File: src/rtl/counter_load_arbiter_if.sv
// Requester/counter-side bus of counter_load_arbiter.
// The master side is requester logic plus the shared counter; the slave side is the arbiter.
interface counter_load_arbiter_if #(
  parameter int unsigned NUM_REQ = 4,
  parameter int unsigned WIDTH   = 4,
  parameter int unsigned IDW     = 2
);
  logic [NUM_REQ-1:0]       req;
  logic [NUM_REQ*WIDTH-1:0] req_value;
  logic [NUM_REQ-1:0]       gnt;
  logic [NUM_REQ-1:0]       done;
  logic                     busy;
  logic [IDW-1:0]           owner_id;
  logic                     ctr_load;
  logic [WIDTH-1:0]         ctr_d_in;
  logic [WIDTH-1:0]         ctr_count;

  modport master (
    output req, req_value, ctr_count,
    input  gnt, done, busy, owner_id, ctr_load, ctr_d_in
  );

  modport slave (
    input  req, req_value, ctr_count,
    output gnt, done, busy, owner_id, ctr_load, ctr_d_in
  );
endinterface

File: src/rtl/counter_load_arbiter.sv
// Round-robin arbiter sharing one loadable up counter between NUM_REQ requesters.
// Grants one owner, loads its start value, and pulses done when the counter reaches all-ones.
module counter_load_arbiter #(
  parameter int unsigned NUM_REQ = 4,
  parameter int unsigned WIDTH   = 4,
  parameter int unsigned IDW     = 2
) (
  input  logic                  clk,
  input  logic                  rst,
  counter_load_arbiter_if.slave bus
);

  typedef enum logic [1:0] {IDLE, LOAD, RUN} state_t;

  state_t               state_q, state_d;
  logic [NUM_REQ-1:0]   gnt_q, gnt_d;
  logic [NUM_REQ-1:0]   done_q, done_d;
  logic                 busy_q, busy_d;
  logic                 load_q, load_d;
  logic [IDW-1:0]       owner_q, owner_d;
  logic [IDW-1:0]       ptr_q, ptr_d;
  logic [WIDTH-1:0]     din_q, din_d;

  logic                 pick_valid;
  logic [IDW-1:0]       pick_idx;
  logic [IDW-1:0]       scan_idx;
  logic [WIDTH-1:0]     pick_value;

  // First requester with req set, scanning from the round-robin pointer.
  always_comb begin
    pick_valid = 1'b0;
    pick_idx   = '0;
    scan_idx   = '0;
    for (int unsigned k = 0; k < NUM_REQ; k++) begin
      scan_idx = IDW'((32'(ptr_q) + k) % NUM_REQ);
      if (!pick_valid && bus.req[scan_idx]) begin
        pick_valid = 1'b1;
        pick_idx   = scan_idx;
      end
    end
  end

  always_comb begin
    pick_value = '0;
    for (int unsigned i = 0; i < NUM_REQ; i++) begin
      if (pick_idx == IDW'(i)) pick_value = bus.req_value[i*WIDTH +: WIDTH];
    end
  end

  // Next-state and next-output logic; gnt/done/load are single-cycle pulses by default.
  always_comb begin
    state_d = state_q;
    gnt_d   = '0;
    done_d  = '0;
    load_d  = 1'b0;
    owner_d = owner_q;
    ptr_d   = ptr_q;
    din_d   = din_q;
    busy_d  = 1'b0;
    case (state_q)
      IDLE: begin
        if (pick_valid) begin
          state_d = LOAD;
          for (int unsigned i = 0; i < NUM_REQ; i++) gnt_d[i] = (pick_idx == IDW'(i));
          owner_d = pick_idx;
          din_d   = pick_value;
          load_d  = 1'b1;
          ptr_d   = IDW'((32'(pick_idx) + 32'd1) % NUM_REQ);
        end
      end
      LOAD: state_d = RUN;
      RUN: begin
        if (bus.ctr_count == '1) begin
          state_d = IDLE;
          for (int unsigned i = 0; i < NUM_REQ; i++) done_d[i] = (owner_q == IDW'(i));
        end
      end
      default: state_d = IDLE;
    endcase
    busy_d = (state_d != IDLE);
  end

  always_ff @(posedge clk or negedge rst) begin
    if (!rst) begin
      state_q <= IDLE;
      gnt_q   <= '0;
      done_q  <= '0;
      busy_q  <= 1'b0;
      load_q  <= 1'b0;
      owner_q <= '0;
      ptr_q   <= '0;
      din_q   <= '0;
    end else begin
      state_q <= state_d;
      gnt_q   <= gnt_d;
      done_q  <= done_d;
      busy_q  <= busy_d;
      load_q  <= load_d;
      owner_q <= owner_d;
      ptr_q   <= ptr_d;
      din_q   <= din_d;
    end
  end

  assign bus.gnt      = gnt_q;
  assign bus.done     = done_q;
  assign bus.busy     = busy_q;
  assign bus.owner_id = owner_q;
  assign bus.ctr_load = load_q;
  assign bus.ctr_d_in = din_q;

endmodule

File: src/flat_wrapper.sv
// flat-port wrapper written by rule: the top's interface ports become plain ports
module counter_load_arbiter_flat 
#(
  parameter int unsigned NUM_REQ = 4,
  parameter int unsigned WIDTH   = 4,
  parameter int unsigned IDW     = 2
)
  (clk, rst, bus_req, bus_req_value, bus_ctr_count, bus_gnt, bus_done, bus_busy, bus_owner_id, bus_ctr_load, bus_ctr_d_in);
  counter_load_arbiter_if #(.NUM_REQ(NUM_REQ), .WIDTH(WIDTH), .IDW(IDW)) bus_i ();
  input  logic clk;
  input  logic rst;
  input wire logic [$bits(bus_i.req)-1:0] bus_req;
  input wire logic [$bits(bus_i.req_value)-1:0] bus_req_value;
  input wire logic [$bits(bus_i.ctr_count)-1:0] bus_ctr_count;
  output wire logic [$bits(bus_i.gnt)-1:0] bus_gnt;
  output wire logic [$bits(bus_i.done)-1:0] bus_done;
  output wire logic [$bits(bus_i.busy)-1:0] bus_busy;
  output wire logic [$bits(bus_i.owner_id)-1:0] bus_owner_id;
  output wire logic [$bits(bus_i.ctr_load)-1:0] bus_ctr_load;
  output wire logic [$bits(bus_i.ctr_d_in)-1:0] bus_ctr_d_in;
  assign bus_i.req = bus_req;
  assign bus_i.req_value = bus_req_value;
  assign bus_i.ctr_count = bus_ctr_count;
  assign bus_gnt = bus_i.gnt;
  assign bus_done = bus_i.done;
  assign bus_busy = bus_i.busy;
  assign bus_owner_id = bus_i.owner_id;
  assign bus_ctr_load = bus_i.ctr_load;
  assign bus_ctr_d_in = bus_i.ctr_d_in;
  counter_load_arbiter #(.NUM_REQ(NUM_REQ), .WIDTH(WIDTH), .IDW(IDW)) u_core (.clk(clk), .rst(rst), .bus(bus_i));
endmodule
File: config.mk
export PLATFORM = sky130hd
export DESIGN_NAME = counter_load_arbiter_flat
export DESIGN_NICKNAME = d
export VERILOG_FILES = /design/src/rtl/counter_load_arbiter_if.sv /design/src/rtl/counter_load_arbiter.sv /design/src/flat_wrapper.sv
export SDC_FILE = /design/constraint.sdc
export NUM_CORES = 1
export LEC_CHECK = 0
export ABC_AREA = 1
export CAP_MARGIN = 15
export CORE_ASPECT_RATIO = 1.1
export CORE_MARGIN = 10
export CORE_UTILIZATION = 46
export DETAILED_ROUTE_END_ITERATION = 6
export GPL_ROUTABILITY_DRIVEN = 1
export PLACE_DENSITY = 0.82
export SLEW_MARGIN = 20
export SYNTH_ARGS = -nofsm -noshare
export SYNTH_HDL_FRONTEND = slang
export SYNTH_SLANG_ARGS = --single-unit
File: constraint.sdc
create_clock -name clk -period 4.5 [get_ports clk]
set_input_delay 0.675 -clock clk [delete_from_list [all_inputs] [get_ports clk]]
set_output_delay 0.675 -clock clk [all_outputs]
set_load 0.02 [all_outputs]
==> Word level (Yosys, flattened, before mapping) <==
Cells that the tools add are included.
{ "word_totals": {"reg_bits": 20, "input_bits": 26, "output_inout_bits": 16, "wordCells": 65} }
{ "op_classes": {"add_sub_neg": 4, "magnitude_cmp": 4, "n_eq_ne": 9, "mux": 29, "reduce_logical": 11} }
{ "op_table": {"columns": ["cell", "n"], "rows": [
  ["4-bit 2-to-1 mux", 8],
  ["2-bit by 3-bit < comparator with 1-bit output, second input constant", 4],
  ["2-bit 2-to-1 mux", 6],
  ["2-bit == test, second input constant", 5],
  ["1-bit 2-to-1 mux", 10],
  ["1-bit binary-select mux with 2-bit select", 4],
  ["2-bit by 1-bit == test with 1-bit output, second input constant", 3],
  ["2-bit logical NOT", 3],
  ["2-bit one-hot mux with 3 select lines", 1],
  ["2-bit by 1-bit adder with 2-bit output, second input constant", 2],
  ["2-bit adder, second input constant", 2],
  ["4-bit == test, second input constant", 1],
  ["1-bit logical AND", 3],
  ["1-bit logical NOT", 3],
  ["2-bit AND reduction", 1],
  ["2-bit nonzero test", 1]
]} }

==> Longest topological paths before layout <==
{ "logic_depth": {"depth_word": 17, "mapped_depth": 17, "ltp_nobuf": 17} }

==> Worst setup path after synthesis <==
Ideal clock, no wire load.
{ "synth_path": {"path_type": "input to register", "startpoint": "in bus_req[0]", "endpoint": "reg u_core.din_q[0], in the netlist u_core.bus.ctr_d_in[0]", "setup_ns": 0.065, "arrival_ns": 2.157, "t_required_ns": 4.435, "setup_slack_ns": 2.278, "cell_stages": 16, "n_path_buf": 0, "cell_sequence": "inv_1 > nand2_1 > nand3_1 > nand2_2 > nor2_4 > nand3_2 > nand3_1 > inv_1 > ha_1 > inv_1 > nand3_1 > nand2_1 > o21ai_0 > o21ai_0 > nand2_1 > nand2_1"} }
{ "synth_between": {"elab_chain_len": 17, "elab_cells_between_ends": 31, "cone_classes": "3 x eq/ne; 20 x mux; 8 x reduce/logical"} }
{ "synth_rtl": {"columns": ["item", "line_no", "source"], "rows": [
  ["start, declared", "flat_wrapper.sv:12", "input wire logic [$bits(bus_i.req)-1:0] bus_req;"],
  ["1-bit binary-select mux with 2-bit select", "counter_load_arbiter.sv:36", "if (!pick_valid && bus.req[scan_idx]) begin"],
  ["1-bit 2-to-1 mux (not written as such)", "counter_load_arbiter.sv:36", null],
  ["1-bit 2-to-1 mux", "counter_load_arbiter.sv:36", null],
  ["1-bit logical NOT", "counter_load_arbiter.sv:36", null],
  ["1-bit logical AND", "counter_load_arbiter.sv:36", null],
  ["1-bit 2-to-1 mux", "counter_load_arbiter.sv:36", null],
  ["1-bit logical NOT", "counter_load_arbiter.sv:36", null],
  ["1-bit logical AND", "counter_load_arbiter.sv:36", null],
  ["1-bit 2-to-1 mux", "counter_load_arbiter.sv:36", null],
  ["1-bit logical NOT", "counter_load_arbiter.sv:36", null],
  ["1-bit logical AND", "counter_load_arbiter.sv:36", null],
  ["2-bit 2-to-1 mux *", "counter_load_arbiter.sv:36", null],
  ["net u_core.pick_idx[0]", "counter_load_arbiter.sv:25", "logic [IDW-1:0] pick_idx;"],
  ["2-bit logical NOT", "counter_load_arbiter.sv:46", "if (pick_idx == IDW'(i)) pick_value = bus.req_value[i*WIDTH +: WIDTH];"],
  ["4-bit 2-to-1 mux (3 in series)", "counter_load_arbiter.sv:46", null],
  ["4-bit 2-to-1 mux *", "counter_load_arbiter.sv:46", null],
  ["end signal, assigned", "counter_load_arbiter.sv:101", "din_q <= din_d;"],
  ["end, declared", "counter_load_arbiter.sv:22", "logic [WIDTH-1:0] din_q, din_d;"]
]} }
Mark *: on every way through the listed nets, which the timed path passes. The rest lies on a longest branch. The select of a mux whose other input is x is not followed.
A chain may end at the register's enable or synchronous reset.

==> Worst setup path in the final report <==
{ "layout_path": {"startpoint": "in bus_req[1]", "endpoint": "reg u_core.din_q[0], in the netlist u_core.bus.ctr_d_in[0]"} }
The elaborated chain is that of the path after synthesis.

==> impl_metrics.py <==
metrics = {
    "final_layout": {
        "fin_cells": 226,
        "multi_input_area_sq_um": 546,
        "nets": 227,
        "fin_util_pct": 70.0,
        "final_common_cell": "nand2_1",
        "final_area_sq_um": 1620,
        "final_cell_mix": "54 x nand2_1, 41 x clkdlybuf4s50_1, 20 x dfrtp_1",
        "seq_area_sq_um": 500,
        "fillerInstances": 204,
        "antenna_cells": 0,
        "areaGrowthSynthToFinish_pct": 41.2,
        "layout-drive-gt1-share_pct": 7.65,
    },
    "route": {
        "avgRoutedWirePerCell_um": 14.0,
        "dr.pass1.iters": 4,
        "ant_nets": 0,
        "drc": 0,
        "drtIter0Drc": 48,
        "avgViaCountPerCell": 5.15,
        "route.layer.met1.wl_um": 1210,
        "wl_met2_um": 1600,
        "wl_met3_um": 288,
        "top_layer": "met4",
        "num_vias": 1165,
        "wl_um": 3170,
    },
    "critical_path": {
        "cp-end-kind": "register",
        "crit_buf_inv": 4,
        "path_cells": "clkdlybuf4s50_1 > inv_1 > nand2_1 > nand3_1 > nand2_2 > nor2_4 > nand3_2 > nand3_1 > inv_1 > ha_1 > inv_1 > nand3_1 > nand2_1 > o21ai_0 > o21ai_0 > nand2_1 > nand2_1",
        "max_stage_delay_ns": 0.44,
        "critPathLaunchType": "input port",
        "arrival_ns": 3.06,
        "worstSetupPathType": "input port to register",
        "cp.required_ns": 4.74,
        "cp_max_fo": 5,
        "cp_top_family": "simple AND/OR/NAND/NOR gates",
        "worst_path_max_delay_cell": "clkdlybuf4s50_1",
        "cpMostUsedCell": "nand2_1",
    },
    "cts": {
        "h-tree-depth": 1,
        "cts_root_buf": "clkbuf_4",
        "clkTransAtPathRegs_ns": 0.11,
        "cts_hold_buf": 0,
        "cts_buffer_depth": 2,
        "cts.sinks": 20,
        "clock_latency_ns": 0.30,
        "post-cts-setup-buffers": 0,
        "cts_buffers": 3,
        "cts_tree": "done",
        "cts_resized": 0,
    },
    "sta": {
        "clock.fmax_mhz": 355,
        "fin_ws_ns": 1.69,
        "slew_viol_final": 0,
        "hold_viol_final": 0,
        "setup_viol": 0,
        "clock_skew_ns": 0.00301,
        "worst_slew_pin_slew_ns": 0.877,
        "period_share_pct": 62.6,
        "slew_headroom_pct": 41.4,
        "setup_tns_ns": 0,
        "fin_crit_ns": 2.81,
        "rsz0062_at_grt": "no",
    },
    "place": {
        "io_buffers": 41,
        "place_area_sq_um": 1570,
        "place_congestion": 0.888,
        "post-place-cells": 222,
        "dpl_worst_slack_ns": 1.47,
        "hpwl_um": 2520,
    },
    "global_routing": {
        "grt_overflow_total": 0,
        "grt_pass1_vias": 1155,
        "grt_max_degree": 21,
        "grt_pass1_wl_um": 5170,
        "grtUsageTotal_pct": 13.3,
        "antenna_found_initial": 0,
    },
    "outcome": {
        "status": "completed",
    },
    "power_and_ir_drop": {
        "p_leak_nw": 0.810,
        "peakVddDrop_mv": 0.483,
        "powerDensity_nw_per_um2": 812,
    },
    "die": {
        "initial_core_util_pct": 49.6,
        "dieArea_sq_um": 4900,
        "rows": 18,
        "die_h_um": 72.4,
        "die_w_um": 67.7,
        "coreArea_sq_um": 2320,
        "io_pins": 42,
    },
    "logic_synthesis": {
        "synth_area_sq_um": 1150,
        "postSynthCellCount": 154,
        "yosys_warnings": 0,
        "yosysUniqueCellTypes": 20,
        "yosysSeqAreaShare_pct": 43.5,
        "ys_ff_latch": 20,
        "avgSynthCellArea_sq_um": 7.47,
        "syn-num-nets": 184,
    },
    "worst_hold_path": {
        "min_path_type": "register to register",
    },
    "job": {
        "maxCapViolations": 0,
    },
}
==> stage by stage <==
stage	hold slack, ns	total power [mW]
after global placement	0.463	1.12
final	0.495	1.32
after floorplan	0.379	0.924
after global routing	0.527	1.46
after CTS	0.496	1.31
after detailed placement	0.465	1.17
==> worst min-delay path, stage by stage, from the launching register on <==
cell and delay (ns):
dfrtp_1 0.36, nand2_1 0.05, nand2_1 0.06
==> per-layer routing <==
metal  global-route usage [%]  up-vias
li1                         -      574
met1                     14.2      521
met2                     24.2       62
met3                     3.53        8
met4                     4.11        0
met5                        0        -
==> state kept, by name, summed over array words and instances, names as in the netlist <==
name / cells
u_core.bus.ctr_d_in: 4
u_core.bus.ctr_load: 1
u_core.ptr_q: 2
u_core.bus.gnt: 4
u_core.bus.owner_id: 2
u_core.bus.done: 4
u_core.state_q: 2
u_core.bus.busy: 1
==> report_power, final <==
group,switching (mW),internal [mW]
combinational,0.560,0.321
sequential,0.0481,0.245
clock,0.0551,0.0900
==> cell families after synthesis <==
family | after synthesis | synth area share [%]
compound gates | 18 | 7.83
flops | 20 | 43.5
buf+inv | 23 | 9.03
simple gates | 89 | 35.3
fa+ha+maj | 4 | 4.35
==> synth_stat cells, drive strengths merged <==
cell type	n	area share, %
nand2	61	22
ha	4	4.4
or2	1	0.54
buf	3	2.3
o21ai	13	5.7
nand3	15	7.0
a21oi	5	2.2
nor4	4	2.2
nor2	6	2.6
inv	20	6.7
dfrtp	20	44
nand4	2	1.1
==> worst paths after layout <==
path                                             start                     end  slack (ns)  cells after the start
worst max-delay path                        bus_req[1]  u_core.bus.ctr_d_in[0]        1.69                     17
worst min-delay path            u_core.bus.ctr_d_in[3]  u_core.bus.ctr_d_in[3]        0.49                      2
worst max register to register         u_core.ptr_q[0]  u_core.bus.ctr_d_in[0]        1.82                     17
worst min register to register  u_core.bus.ctr_d_in[3]  u_core.bus.ctr_d_in[3]        0.49                      2
max in group asynchronous                          rst      u_core.bus.done[3]        3.10                      1
min in group asynchronous                          rst  u_core.bus.owner_id[1]        0.86                      1
==> area by class of cell <==
cell class                 instances  share of cell area [%]
tap                               30                    2.31
sequential                        20                    30.8
timing repair buffer              41                    25.3
clock inverter                     1                    1.85
multi-input combinational        111                    33.6
clock buffer                       3                    1.39
inverter                          20                    4.78
No activity file was read; power rests on OpenSTA's default activity.
